**src/rtl/mat_tx_scheduler.sv**
```systemverilog
// Round-robin dump scheduler: streams one of two matrix memories, element by element in
// row-major order, into a UART transmitter using a read/load/handshake sequence per byte.
module mat_tx_scheduler #(
  parameter int unsigned ROWS = 2,
  parameter int unsigned COLS = 2
) (
  input  logic       bclk,
  input  logic       rst,
  input  logic [1:0] req,
  output logic [1:0] grant,
  output logic       rd_en,
  output logic       rd_sel,
  output logic [5:0] rd_addr,
  input  logic [7:0] rd_data,
  output logic       tx_ready,
  output logic [7:0] tx_data,
  input  logic       tx_busy,
  output logic       done
);

  localparam int unsigned NumElems = ROWS * COLS;
  localparam logic [5:0]  LastIdx  = 6'(NumElems - 1);

  typedef enum logic [2:0] {
    StIdle,
    StRead,
    StLoad,
    StWaitStart,
    StWaitEnd,
    StDone
  } state_e;

  state_e     state_q, state_d;
  logic [1:0] grant_q, grant_d;
  logic       rd_sel_q, rd_sel_d;
  logic [5:0] rd_addr_q, rd_addr_d;
  logic [5:0] idx_q, idx_d;
  logic       tx_ready_q, tx_ready_d;
  logic [7:0] tx_data_q, tx_data_d;
  logic       rr_q, rr_d;
  logic       winner;

  // A sole requester wins outright; on contention the round-robin pointer decides.
  always_comb begin
    winner = (req == 2'b11) ? rr_q : req[1];
  end

  always_comb begin
    state_d    = state_q;
    grant_d    = grant_q;
    rd_sel_d   = rd_sel_q;
    rd_addr_d  = rd_addr_q;
    idx_d      = idx_q;
    tx_ready_d = 1'b0;
    tx_data_d  = tx_data_q;
    rr_d       = rr_q;
    unique case (state_q)
      StIdle: begin
        if (req != 2'b00) begin
          grant_d   = winner ? 2'b10 : 2'b01;
          rd_sel_d  = winner;
          idx_d     = 6'd0;
          rd_addr_d = 6'd0;
          state_d   = StRead;
        end
      end
      StRead: begin
        state_d = StLoad;
      end
      StLoad: begin
        // rd_data is valid now, one cycle after the read strobe.
        tx_data_d  = rd_data;
        tx_ready_d = 1'b1;
        state_d    = StWaitStart;
      end
      StWaitStart: begin
        if (tx_busy) begin
          state_d = StWaitEnd;
        end
      end
      StWaitEnd: begin
        if (!tx_busy) begin
          if (idx_q == LastIdx) begin
            state_d = StDone;
          end else begin
            idx_d     = idx_q + 6'd1;
            rd_addr_d = idx_q + 6'd1;
            state_d   = StRead;
          end
        end
      end
      StDone: begin
        rr_d    = ~rd_sel_q;
        grant_d = 2'b00;
        state_d = StIdle;
      end
      default: begin
        state_d = StIdle;
      end
    endcase
  end

  always_ff @(posedge bclk or posedge rst) begin
    if (rst) begin
      state_q    <= StIdle;
      grant_q    <= 2'b00;
      rd_sel_q   <= 1'b0;
      rd_addr_q  <= 6'd0;
      idx_q      <= 6'd0;
      tx_ready_q <= 1'b0;
      tx_data_q  <= 8'hFF;
      rr_q       <= 1'b0;
    end else begin
      state_q    <= state_d;
      grant_q    <= grant_d;
      rd_sel_q   <= rd_sel_d;
      rd_addr_q  <= rd_addr_d;
      idx_q      <= idx_d;
      tx_ready_q <= tx_ready_d;
      tx_data_q  <= tx_data_d;
      rr_q       <= rr_d;
    end
  end

  assign grant    = grant_q;
  assign rd_en    = (state_q == StRead);
  assign rd_sel   = rd_sel_q;
  assign rd_addr  = rd_addr_q;
  assign tx_ready = tx_ready_q;
  assign tx_data  = tx_data_q;
  assign done     = (state_q == StDone);

endmodule

```
**config.mk**
```make
export PLATFORM = sky130hd
export DESIGN_NAME = mat_tx_scheduler
export DESIGN_NICKNAME = d
export VERILOG_FILES = /design/src/rtl/mat_tx_scheduler.sv
export SDC_FILE = /design/constraint.sdc
export NUM_CORES = 1
export LEC_CHECK = 0
export BUFFER_PORTS_ARGS = -buffer_cell sky130_fd_sc_hd__buf_2
export CORE_MARGIN = 3
export CORE_UTILIZATION = 40
export DETAILED_ROUTE_END_ITERATION = 6
export PLACE_DENSITY = 0.64
export SLEW_MARGIN = 10
export SYNTH_ARGS = -nofsm -noshare
export SYNTH_HDL_FRONTEND = slang
export SYNTH_SLANG_ARGS = --single-unit
```
**constraint.sdc**
```tcl
create_clock -name bclk -period 3.1 [get_ports bclk]
set_input_delay 0.93 -clock bclk [delete_from_list [all_inputs] [get_ports bclk]]
set_output_delay 0.93 -clock bclk [all_outputs]
set_load 0.005 [all_outputs]
```
---- Word-level counts from Yosys, hierarchy flattened ----
Index checks and enable logic that the tools add are counted.
cells by class
  bitwise gates (word level) .............. 1
  equality and inequality tests ........... 11
  $add $sub $neg .......................... 1
  muxes and demuxes ....................... 14
  reduce and logical (&&, ||, !) cells .... 8
operator list
  kind                 number
  $mux 6               3
  $pmux 3 s5           1
  $mux 3               4
  $pmux 6 s2           1
  $ne 2x2->1 const B   4
  $add 6x1->6 const B  1
  $eq 3x2->1 const B   2
  $eq 3x3->1 const B   2
  $eq 6x2->1 const B   1
  $reduce_bool 2->1    3
  $mux 2               2
  $pmux 2 s2           1
  $reduce_and 2->1     2
  $reduce_and 4->1     1
  $eq 3x1->1 const B   1
  $logic_not 3->1      1
  $reduce_and 3->1     1
  $eq 2x2->1 const B   1
  $mux 1               2
  $not 1->1            1
word-level totals
  input bits .............................. 13
  output and inout bits ................... 20
  bits in registers ....................... 22
  word-level logic and storage cells ...... 42

---- Logic depth before layout (Yosys ltp) ----
  depth after elaboration ................. 5
  mapped depth ............................ 5

---- Worst setup path after synthesis ----
Ideal clock, no wire load.
  path kind ............................... input to register
  start point ............................. input port tx_busy
  end point ............................... register idx_q[0]
  setup time .............................. 125 ps
  arrival time ............................ 1943 ps
  setup slack ............................. 1032 ps
  cell stages on the path ................. 4
  cells stage by stage .................... or4b_4 a21oi_4 nor2_2 mux2_4
on the way
  word-level cells in the longest chain between the ends .. 2
ends and longest elaborated chain
  what                               line  source
  from (decl)                        17    input logic tx_busy,
  $ne 2x2->1 (no source line)        --
  $reduce_and 4->1 (no source line)  --
  to (signal assigned)               118   idx_q <= idx_d;
  to (decl)                          37    logic [5:0] idx_q, idx_d;
No other way between the ends.
A chain may end at the register's enable or synchronous reset.

---- Final worst setup path ----
  start point ............................. register state_q[1]
  end point ............................... output port done
on the way
  word-level cells in the longest chain between the ends .. 1
ends and longest elaborated chain
  what                    line  source
  from (decl)             33    state_e state_q, state_d;
  from (signal assigned)  105   state_q <= StIdle;
  from (signal assigned)  114   state_q <= state_d;
  $eq 3x3->1              131   assign done = (state_q == StDone);
  to (decl)               18    output logic done
No other way between the ends.

==> results_dict.tcl <==
set metrics [dict create \
    crit_arrival_ns 1.28 \
    ys_warn_count 0 \
    synth.avg_cell_area_sq_um 11.7 \
    grt_overflow 0 \
    cts_max_level 1 \
    start_util 0.440 \
    status "completed" \
    clkTransAtPathRegs_ns 0.12 \
    die_area_sq_um 3190 \
    dp_hpwl_mm 1.52 \
    first_pass_iters 4 \
    start_kind "flop" \
    maxCapViolCount 0 \
    yosys.cell_count.top_type "dfrtp_1" \
    end_kind "primary output" \
    period_share 0.714 \
    skew_ns 0.0188 \
    final_area_sq_um 1220 \
    vias 771 \
    synth_area_sq_um 1020 \
    final_cells 149 \
    drt_iter0_markers 2 \
    synth-edff-count 0 \
    post_cts.repair.setup_buffers 0 \
    grt_usage 0.135 \
    synth_top_area_frac 0.344 \
    cts_buffer_depth 2 \
    cts_buffers 3 \
    fp.dieW_um 56.5 \
    rsz0062_at_grt "no" \
    viasPerCell 5.17 \
    synth_area_leaders "dfrtp_1 34%, dfstp_2 21%, mux2_2 8.8%, a21oi_1 2.9%, nand2_1 2.2%" \
    tightest_slew_ns 0.789 \
    min_path_type "reg -> reg" \
    cts_resized 0 \
    ys_seq_area_frac 0.550 \
    r2r_cells 4 \
    synth_flop_cell "dfrtp_1" \
    p_per_area_nw_per_um2 843 \
    portBuffers 32 \
    final_util 0.528 \
    core-area_sq_um 2320 \
    postCtsHoldBufs 0 \
    yosys.cell_types.count 34 \
    area_growth_pct 20.1 \
    p_leak_nw 0.609 \
    insertion_delay_ns 0.31 \
    drt.antenna.violating_nets 0 \
    grt_pass1_vias 768 \
    wl_per_cell_um 13.2 \
    ys_ff_latch 22 \
    placedInstanceArea_sq_um 1200 \
    ios 33 \
    clock-root-buffer "clkbuf_4" \
    max-slew-margin-rel 0.473 \
    finalWirelength_mm 1.97 \
    yosysTopAreaCell "dfrtp_1" \
    drc 0 \
    cts_sinks 22 \
    drive_gt1_frac 0.496 \
    async_flop_share 1.00 \
    fin_crit_ns 2.21 \
    final_hold_viol_count 0 \
    nNetsFinal 136 \
    ir_drop_v 0.000507 \
    drv_slew 0 \
    worst_ep_required_time_ns 2.17 \
    holdPathStages 2 \
    row_count 17 \
    setup_viol 0 \
    antenna_found_initial 0 \
    synth_nets 101 \
    timing_worst_setup_path_type "reg -> out" \
    synthCells 87 \
    place_inst 145 \
    cts_tree "built" \
    final.setup.tns_ns 0 \
    crit_fanout 10 \
    holdWs_ns 0.509 \
    gp_congestion 0.768 \
    grt_pass1_wl_mm 3.31 \
    die_h_um 56.5 \
    max_freq_mhz 452 \
    grt_max_degree 23 \
    yosys-top-cells-count "14 x dfrtp_1, 8 x dfstp_2, 8 x mux2_2" \
    antennaDiodeCount 0 \
]
[sequential cells by signal, summed over array words and instances (netlist names)]
register  flops
state_q       3
tx_ready      1
rr_q          1
idx_q         6
grant         2
rd_sel        1
tx_data       8
[stage by stage]
stage	total power [W]	setup WS [ns]
2_1_floorplan	0.000781	1.03
3_3_place_gp	0.000902	0.862
3_5_place_dp	0.000915	0.819
4_1_cts	0.00105	0.854
5_1_grt	0.00111	0.797
6_report	0.00103	0.886
[power by group]
part | switching (W) | internal [W]
combinational | 0.000169 | 0.000214
clock | 0.0000818 | 0.0000503
sequential | 0.0000847 | 0.000433
total | 0.000335 | 0.000698
[cell usage in the layout (no fill, tap or decap), drive strengths merged]
cell type | Yosys | final
a21boi | 1 | 1
a21oi | 7 | 7
a22o | 1 | 1
a31oi | 2 | 2
a32o | 1 | 1
a41oi | 1 | 1
and2 | 1 | 1
and3 | 3 | 3
buf | 3 | 33
clkbuf | 0 | 4
dfrtp | 14 | 14
dfstp | 8 | 8
ha | 1 | 1
inv | 4 | 4
mux2 | 9 | 9
nand2 | 6 | 6
nand2b | 1 | 1
nand3 | 1 | 1
nand3b | 1 | 1
nor2 | 6 | 6
nor3 | 4 | 4
nor3b | 1 | 1
nor4 | 1 | 1
o211a | 1 | 1
o21a | 1 | 1
o21ai | 3 | 3
o22a | 1 | 1
o22ai | 2 | 2
or2 | 1 | 1
or4b | 1 | 1
[metal layers]
layer | GRT usage | vias up | wire length (um)
met4 | 0.0712 | 0 | 36
met5 | 0 | - | 0
met3 | 0.0621 | 5 | 146
li1 | - | 380 | -
met1 | 0.158 | 360 | 888
met2 | 0.203 | 26 | 898
[logic make-up after synthesis]
logic type      after synthesis  share of synthesized area
compound gates               21                      0.147
fa+ha+maj                     1                     0.0123
buf+inv                       7                     0.0380
flops                        22                      0.550
mux                           9                      0.103
simple gates                 27                      0.150
[critical path, cell delays in order (launching register included)]
cell	delay, ns
dfrtp_1	0.49
nand3b_1	0.26
inv_1	0.11
buf_2	0.11
[worst paths after layout]
check	endpoint	slack (ns)	startpoint
min in group asynchronous	state_q[2]	0.74	rst
hold / removal	rr_q	0.51	rr_q
setup / recovery	done	0.89	state_q[1]
hold reg to reg	rr_q	0.51	rr_q
max in group asynchronous	idx_q[3]	1.85	rst
setup reg to reg	idx_q[0]	1.33	state_q[2]
[layout make-up]
| cell class | instances | area, sq um |
|---|---|---|
| multi-input cells | 58 | 420 |
| fillers | 217 | 1090 |
| inverters | 4 | 15.0 |
| flip-flops and latches | 22 | 561 |
| repair buffers | 33 | 168 |
| well taps | 28 | 35.0 |
| clock buffers | 4 | 26.3 |
No activity file was read; power rests on OpenSTA's default activity.
